### src/rtl/tx_sweep_multi.sv
// Multi-channel stepped linear-sweep square-wave transmitter.
// One shared phase accumulator drives CH lanes, each offset by k*360/CH degrees.

module tx_sweep_lane #(
    parameter int            PW  = 32,
    parameter logic [PW-1:0] OFS = '0
) (
    input  logic          clk,
    input  logic          rst_n,
    input  logic          en,
    input  logic [PW-1:0] phase,
    output logic          tx
);
    logic [PW-1:0] ph_k;

    assign ph_k = phase + OFS;

    always_ff @(posedge clk or negedge rst_n) begin
        if (!rst_n) tx <= 1'b0;
        else        tx <= en & ph_k[PW-1];
    end
endmodule

module tx_sweep_multi #(
    parameter int CH       = 4,
    parameter int FW       = 16,
    parameter int PW       = 32,
    parameter int DW       = 16,
    parameter int STEP_DIV = 5000,
    parameter int INC_K    = 8590
) (
    input  logic          clk,
    input  logic          rst_n,
    input  logic          syncpulse,
    input  logic [FW-1:0] F1,
    input  logic [FW-1:0] F2,
    input  logic [1:0]    mode,
    input  logic [DW-1:0] i_fid,
    input  logic [DW-1:0] i_set,
    input  logic [CH-1:0] ch_en,
    output logic [CH-1:0] tx_out,
    output logic [FW-1:0] cur_f,
    output logic          busy,
    output logic          done,
    output logic          locked
);
    localparam int              CW       = $clog2(CH);
    localparam int              CNTW     = $clog2(STEP_DIV);
    localparam logic [CNTW-1:0] DIV_LAST = CNTW'(STEP_DIV - 1);
    localparam logic [14:0]     INC      = 15'(INC_K);

    localparam logic [0:0] S_IDLE  = 1'b0;
    localparam logic [0:0] S_SWEEP = 1'b1;

    logic [0:0]      state;
    logic            sync_d;
    logic            trig;
    logic [FW-1:0]   f1_l;
    logic [FW-1:0]   f2_l;
    logic [1:0]      mode_l;
    logic            dir;
    logic [CNTW-1:0] div_cnt;
    logic [PW-1:0]   phase;
    logic [FW+14:0]  prod;
    logic [PW-1:0]   inc;
    logic            sweeping;
    logic            hold;
    logic            at_end;

    assign trig     = syncpulse & ~sync_d;
    assign sweeping = (state == S_SWEEP);
    assign busy     = sweeping;
    assign prod     = cur_f * INC;
    assign inc      = PW'(prod);
    assign at_end   = (cur_f == f2_l);
    // Track mode freezes the step divider while the feedback is at/above threshold.
    assign hold     = sweeping && (mode_l == 2'd2) && (i_fid >= i_set);

    always_ff @(posedge clk or negedge rst_n) begin
        if (!rst_n) begin
            state   <= S_IDLE;
            sync_d  <= 1'b0;
            f1_l    <= '0;
            f2_l    <= '0;
            mode_l  <= 2'd0;
            dir     <= 1'b1;
            cur_f   <= '0;
            div_cnt <= '0;
            phase   <= '0;
            done    <= 1'b0;
            locked  <= 1'b0;
        end else begin
            sync_d <= syncpulse;
            done   <= 1'b0;
            if (trig) begin
                f1_l    <= F1;
                f2_l    <= F2;
                mode_l  <= (mode == 2'd3) ? 2'd0 : mode;
                dir     <= (F2 >= F1);
                cur_f   <= F1;
                div_cnt <= '0;
                phase   <= '0;
                state   <= S_SWEEP;
                locked  <= 1'b0;
            end else if (sweeping) begin
                phase  <= phase + inc;
                locked <= hold;
                if (!hold) begin
                    if (div_cnt == DIV_LAST) begin
                        div_cnt <= '0;
                        if (!at_end) begin
                            cur_f <= dir ? cur_f + 1'b1 : cur_f - 1'b1;
                        end else if (mode_l == 2'd1) begin
                            cur_f <= f1_l;
                            done  <= 1'b1;
                        end else begin
                            state <= S_IDLE;
                            phase <= '0;
                            done  <= 1'b1;
                        end
                    end else begin
                        div_cnt <= div_cnt + 1'b1;
                    end
                end
            end else begin
                locked <= 1'b0;
            end
        end
    end

    // Lane k samples the shared phase shifted by k/CH of a full turn.
    for (genvar k = 0; k < CH; k++) begin : g_lane
        localparam logic [PW-1:0] OFS = PW'(k) << (PW - CW);
        tx_sweep_lane #(.PW(PW), .OFS(OFS)) u_lane (
            .clk   (clk),
            .rst_n (rst_n),
            .en    (ch_en[k] & sweeping),
            .phase (phase),
            .tx    (tx_out[k])
        );
    end
endmodule

### config.mk
export PLATFORM = sky130hd
export DESIGN_NAME = tx_sweep_multi
export DESIGN_NICKNAME = d
export VERILOG_FILES = /design/src/rtl/tx_sweep_multi.sv
export SDC_FILE = /design/constraint.sdc
export NUM_CORES = 1
export LEC_CHECK = 0
export BUFFER_PORTS_ARGS = -buffer_cell sky130_fd_sc_hd__buf_2
export CAP_MARGIN = 15
export CORE_ASPECT_RATIO = 0.6
export CORE_UTILIZATION = 60
export CTS_CLUSTER_DIAMETER = 80
export DETAILED_ROUTE_END_ITERATION = 6
export HOLD_SLACK_MARGIN = 0.12
export PLACE_DENSITY_LB_ADDON = 0.05
export SETUP_SLACK_MARGIN = 0.05
export SYNTH_ARGS = -nofsm -noshare
export SYNTH_HDL_FRONTEND = slang
export SYNTH_SLANG_ARGS = --single-unit
### constraint.sdc
create_clock -name clk -period 7.1 [get_ports clk]
set_input_delay 1.065 -clock clk [delete_from_list [all_inputs] [get_ports clk]]
set_output_delay 1.065 -clock clk [all_outputs]
set_load 0.02 [all_outputs]
# ---- Yosys cells after proc, flatten, opt, wreduce, memory -nomap -nowiden
# Index checks and enable logic that the tools add are counted.
dict set report totals {
  wordCells 79
  mem_bits_ro 0
  mem_count 0
  in_bits 73
  ff_bits 104
  ramBits 0
  latchBits 0
  output_inout_bits 23
}
dict set report classes {
  n_mux 31
  bitwise_logic 10
  n_reduce_logical 6
  n_addsub 7
  shift 0
  order_cmp 2
  mul 1
  div 0
  eq_ne 7
}
# operator n
set op_table {}
lappend op_table {{$mux W32} 6}
lappend op_table {{$mux W16} 7}
lappend op_table {{$add A32 B32 Y32 const B} 2}
lappend op_table {{$mux W13} 4}
lappend op_table {{$add A32 B30 Y32} 1}
lappend op_table {{$add A32 B31 Y32 const B} 1}
lappend op_table {{$ge A16 B16 Y1} 2}
lappend op_table {{$mul A16 B13 Y29 const B} 1}
lappend op_table {{$add A16 B1 Y16 const B} 1}
lappend op_table {{$eq A16 B16 Y1} 1}
lappend op_table {{$sub A16 B1 Y16 const B} 1}
lappend op_table {{$add A13 B1 Y13 const B} 1}
lappend op_table {{$eq A13 B13 Y1 const B} 1}
lappend op_table {{$mux W1} 13}
lappend op_table {{$and A1 B1 Y1} 9}
lappend op_table {{$eq A2 B2 Y1 const B} 2}
lappend op_table {{$reduce_and A4 Y1} 1}
lappend op_table {{$reduce_bool A2 Y1} 2}
lappend op_table {{$ne A3 B2 Y1 const B} 1}
lappend op_table {{$eq A2 B1 Y1 const B} 1}
lappend op_table {{$logic_and A1 B1 Y1} 2}
lappend op_table {{$mux W2} 1}
lappend op_table {{$ne A2 B2 Y1 const B} 1}
lappend op_table {{$reduce_and A2 Y1} 1}
lappend op_table {{$not A1 Y1} 1}

# ---- Depth between registers and ports, before layout
dict set report depth {
  ltp_word 8
  ltp_mapped 29
}

# ---- Hierarchy
# Synthesis repeated with hierarchy kept, for this count alone.
dict set report hier_totals {
  cells_unflattened 1237
  area_unflattened_um2 10677.7
}
# mod n_inst cells_per_inst area_per_inst_um2
set by_module_without_submodules {}
lappend by_module_without_submodules {tx_sweep_multi 1 1227 10527.6}
lappend by_module_without_submodules {{tx_sweep_lane (g_lane[1].u_lane ...)} 2 3 40.0}
lappend by_module_without_submodules {{tx_sweep_lane (g_lane[2].u_lane)} 1 2 38.8}
lappend by_module_without_submodules {{tx_sweep_lane (g_lane[0].u_lane)} 1 2 31.3}

# ---- Least setup slack after synthesis
# Ideal clock, no wire load.
dict set report synth_path {
  path_type {register -> register}
  from {register cur_f[8]}
  to {register phase[31]}
  arrival_ps 6385
  path_buffers 0
  path_slack_ps 632
  required_ps 7017
  setup_ps 83
  stages_incl_launch_ff 29
  path_cell_list {dfrtp_1 ha_1 inv_1 fa_1 inv_1 ha_1 fa_1 inv_1 fa_1 inv_1 ha_1 and4_1 a221oi_1 o21ai_0 a31oi_1 o221ai_1 nor3_1 o21bai_1 a21oi_1 xnor2_1 ha_1 a21o_1 a21o_1 a21o_1 a21o_1 a2111oi_0 a21o_1 a21oi_1 o21ai_0}
}
dict set report synth_via {
  elab_chain_len 8
  elab_cells_between_ends 9
  cone_classes {add/sub (1); mul (1); eq/ne (1); mux (6)}
}
# element line_no
set synth_rtl {}
lappend synth_rtl {{from (decl)} 42} ;# output logic [FW-1:0] cur_f,
lappend synth_rtl {{from (signal assigned)} 112} ;# cur_f <= dir ? cur_f + 1'b1 : cur_f - 1'b1;
lappend synth_rtl {{from (signal assigned)} 114} ;# cur_f <= f1_l;
lappend synth_rtl {{$mul A16 B13 Y29} 73} ;# assign prod = cur_f * INC;
lappend synth_rtl {{$add A32 B30 Y32} 106} ;# phase <= phase + inc;
lappend synth_rtl {{$mux W32} 113} ;# end else if (mode_l == 2'd1) begin
lappend synth_rtl {{$mux W32} 111} ;# if (!at_end) begin
lappend synth_rtl {{$mux W32} 109} ;# if (div_cnt == DIV_LAST) begin
lappend synth_rtl {{$mux W32 *} 108} ;# if (!hold) begin
lappend synth_rtl {{$mux W32 *} 105} ;# end else if (sweeping) begin
lappend synth_rtl {{$mux W32 *} 95} ;# if (trig) begin
lappend synth_rtl {{to (signal assigned)} 106}
lappend synth_rtl {{to (decl)} 63} ;# logic [PW-1:0] phase;
# Mark *: on every way between the ends. The rest lies on a longest branch, timed or not. The select of a mux whose other input is x is not followed.
# A chain may end at the register's enable or synchronous reset.

# ---- Worst setup path after layout
dict set report layout_path {
  from {register cur_f[8]}
  to {register phase[27]}
}
# Same word-level chain as after synthesis.

==> flow_metrics.env <==
export IMPL_cts_sinks=103
export IMPL_cp_slowest_cell="fa_1"
export IMPL_io_buffers=95
export IMPL_r2r_slack_ns=0.41
export IMPL_clkLatencyLatePin_ns=0.37
export IMPL_start_util_pct=61.5
export IMPL_cts_setup_buffers=0
export IMPL_dieArea_sq_um=18100
export IMPL_cts_hold_fix_buffers=0
export IMPL_ios=96
export IMPL_die_h_microns=105
export IMPL_max_cap_violations=0
export IMPL_fin_crit_sh_pct=94.2
export IMPL_cp_max_fo=7
export IMPL_max_stage_delay_ns=0.52
export IMPL_grt_usage_pct=29.3
export IMPL_grt_max_degree=68
export IMPL_postSynthCellCount=1227
export IMPL_ctsLongestPathBuffers=2
export IMPL_syn_area_sq_um=10500
export IMPL_die_w_microns=173
export IMPL_hold_path_class="flip-flop to flip-flop"
export IMPL_drc=0
export IMPL_timing_final_max_slew_violations=0
export IMPL_htreeDepth=3
export IMPL_crit_family="adder cells"
export IMPL_synth_async_reset_ratio_pct=100
export IMPL_setup_violations=0
export IMPL_antenna_found_initial=1
export IMPL_grt_pass1_vias=8374
export IMPL_fmax_mhz=150
export IMPL_startpoint_type="flip-flop"
export IMPL_clk_pin_slew_worst_paths_ns=0.07
export IMPL_tritoncts="done"
export IMPL_finalHoldViolations=0
export IMPL_synth_edff_count=0
export IMPL_vias=8817
export IMPL_ys_seq_area_share_pct=24.5
export IMPL_syn_area_per_cell_sq_um=8.58
export IMPL_end_kind="flip-flop"
export IMPL_ys_ff_latch=103
export IMPL_rows=37
export IMPL_dp_hpwl_microns=19900
export IMPL_tightest_slew_ns=0.994
export IMPL_drt_iter0_drc=651
export IMPL_timing_critical_path_buf_inv=4
export IMPL_grt_overflow=0
export IMPL_critPathKind="flip-flop to flip-flop"
export IMPL_postRouteAntennaNets=0
export IMPL_vias_per_cell=5.64
export IMPL_grt_pass1_wl_microns=42400
export IMPL_status="complete, no violations"
export IMPL_rsz0062_at_grt="no"
export IMPL_synth_distinct_cells=67
export IMPL_n_antenna_cell=0
export IMPL_cp_arrival_ns=6.93
export IMPL_min_period_ns=6.69
export IMPL_max_slew_margin_rel_pct=33.8
export IMPL_wirelength_microns=25300
export IMPL_fin_skew_ns=0.00913
export IMPL_syn2layout_area_growth_pct=10.8
export IMPL_ys_warn_count=0
export IMPL_synth_ff_type="dfrtp_1"
export IMPL_cts_root_buf="clkbuf_16"
export IMPL_syn_nets=1516
export IMPL_detail_route_wl_per_cell_microns=16.2
export IMPL_gp_congestion=0.941
export IMPL_core_sq_um=17100
export IMPL_dr_pass1_iters=5
export IMPL_cts_made_buffers=9
export IMPL_final_nets=1612
export IMPL_setup_tns_ns=0
export IMPL_cp_required_ns=7.34
export IMPL_drive_gt1_share_pct=11.7
-- stage by stage --
stage          instances  hold WS (ns)  util [%]  cell area [sq um]  worst slack [ns]
2_1_floorplan       1227         0.441         -              10500             0.632
3_3_place_gp        1546         0.453      66.2              11300             0.460
3_5_place_dp        1546         0.460      66.2              11300             0.254
4_1_cts             1562         0.478      67.8              11600             0.217
5_1_grt             1562         0.504      68.1              11700            0.0522
6_report            1562         0.480      68.1              11700             0.415
-- flip-flops by register name, summed over array words and instances (netlist names) --
signal            count
mode_l                2
div_cnt              13
g_lane.u_lane.tx      4
dir                   1
sync_d                1
busy                  1
f2_l                 16
done                  1
cur_f                16
locked                1
f1_l                 16
phase                31
-- path summary, 6_finish.rpt --
| check | start | end | cells after the start |
|---|---|---|---|
| worst min-delay path | f1_l[14] | f1_l[14] | 2 |
| min in group asynchronous | rst_n | f1_l[15] | 1 |
| worst max register to register | cur_f[8] | phase[27] | 26 |
| worst max-delay path | cur_f[8] | phase[27] | 26 |
| max in group asynchronous | rst_n | cur_f[8] | 2 |
| worst min register to register | f1_l[14] | f1_l[14] | 2 |
-- worst register-to-register path, stage by stage (launching register included) --
cell and delay, ns:
dfrtp_2 0.49, ha_1 0.32, inv_1 0.06, fa_1 0.51
inv_1 0.04, ha_1 0.29, fa_1 0.49, inv_1 0.06
fa_1 0.52, inv_1 0.04, ha_1 0.37, and4_1 0.26
a221oi_1 0.26, o21ai_0 0.14, a31oi_2 0.27, o21ai_0 0.21
xor2_1 0.19, ha_1 0.38, a21oi_2 0.16, o21ai_0 0.13
o31ai_1 0.26, nand2b_1 0.14, a31oi_2 0.25, o21ai_1 0.19
a41oi_1 0.28, xor2_1 0.17, o21ai_0 0.09
-- cells in the final DEF, fill, tap and decap left out, drive strengths merged, types with 3 or more instances in the layout --
cell type,synthesis,routed
nor2,56,56
buf,10,117
o21bai,7,7
a211oi,13,13
ha,170,170
or3,8,8
and3,13,13
a2111oi,3,3
nand4,7,7
a21o,40,40
o211a,3,3
nand2,159,159
nor3,8,8
and4,4,4
a22o,6,6
o211ai,7,7
fa,46,46
o22ai,3,3
dfrtp,102,102
xnor2,35,35
mux2i,8,8
o221ai,3,3
nand2b,11,11
o31ai,6,6
nand3,17,17
a221oi,3,3
nor4,6,6
xor2,38,38
and2,3,3
a31oi,10,10
clkbuf,22,11
nor2b,8,8
o21ai,117,117
mux2,4,4
o21a,7,7
a21oi,61,61
inv,172,174
-- cell families (layout without fill, tap and decap cells) --
logic type | count (synthesis) | in the layout | share of synthesized area (%)
AO/OA/AOI/OAI | 311 | 311 | 18.7
XOR/XNOR | 73 | 73 | 6.07
adder cells (fa/ha/maj) | 216 | 216 | 29.0
buffers and inverters | 204 | 305 | 7.51
flip-flops | 103 | 103 | 24.5
multiplexers | 12 | 12 | 1.19
AND/OR/NAND/NOR | 308 | 308 | 13.1
-- synthesized netlist by cell type, types with 3 or more instances --
| cell type | n | area [sq um] |
|---|---|---|
| dfrtp_1 | 102 | 2550 |
| a221oi_1 | 3 | 26.3 |
| o21ai_0 | 116 | 581 |
| buf_4 | 4 | 30.0 |
| a21o_1 | 40 | 300 |
| and3_1 | 13 | 81.3 |
| fa_1 | 46 | 921 |
| o211a_1 | 3 | 30.0 |
| a31oi_1 | 10 | 62.6 |
| nor3_1 | 8 | 40.0 |
| a2111oi_0 | 3 | 26.3 |
| xor2_1 | 38 | 333 |
| and4_1 | 4 | 35.0 |
| mux2i_1 | 8 | 80.1 |
| xnor2_1 | 35 | 307 |
| nand4_1 | 7 | 43.8 |
| a21oi_1 | 59 | 295 |
| nor2b_1 | 8 | 50.1 |
| o221ai_1 | 3 | 26.3 |
| mux2_2 | 4 | 45.0 |
| or3_1 | 8 | 50.1 |
| o31ai_1 | 6 | 45.0 |
| o21a_1 | 7 | 52.6 |
| o211ai_1 | 7 | 52.6 |
| o22ai_1 | 3 | 18.8 |
| clkbuf_1 | 22 | 82.6 |
| ha_1 | 170 | 2130 |
| a211oi_1 | 12 | 90.1 |
| a22o_1 | 6 | 52.6 |
| buf_1 | 3 | 11.3 |
| nor2_1 | 56 | 210 |
| nand3_1 | 17 | 85.1 |
| nor4_1 | 6 | 37.5 |
| o21bai_1 | 7 | 52.6 |
| inv_1 | 172 | 646 |
| and2_1 | 3 | 18.8 |
| nand2_1 | 159 | 597 |
| nand2b_1 | 11 | 68.8 |
-- layout make-up --
cell class / instances / area [sq um]
multi-input cells: 920 / 7220
clock inverters: 5 / 41.3
clock buffers: 11 / 243
flip-flops and latches: 103 / 2580
fillers: 1452 / 5470
inverters: 172 / 646
repair buffers: 117 / 643
well taps: 234 / 293
-- per-layer routing --
metal	GRT usage [%]	part of all wire [%]	vias up
met5	0	0	-
met2	40.7	40	216
met1	46.0	53	4184
met3	6.88	6.8	16
li1	-	-	4401
met4	5.12	0.80	0
-- repair_timing --
item,4_1_cts,5_1_grt
resized for setup,0,11
setup endpoints to repair,0,7
hold endpoints to repair,0,0
Power is not shown: default switching activity piles up to over one toggle a cycle in this logic, so the estimate is an artifact.
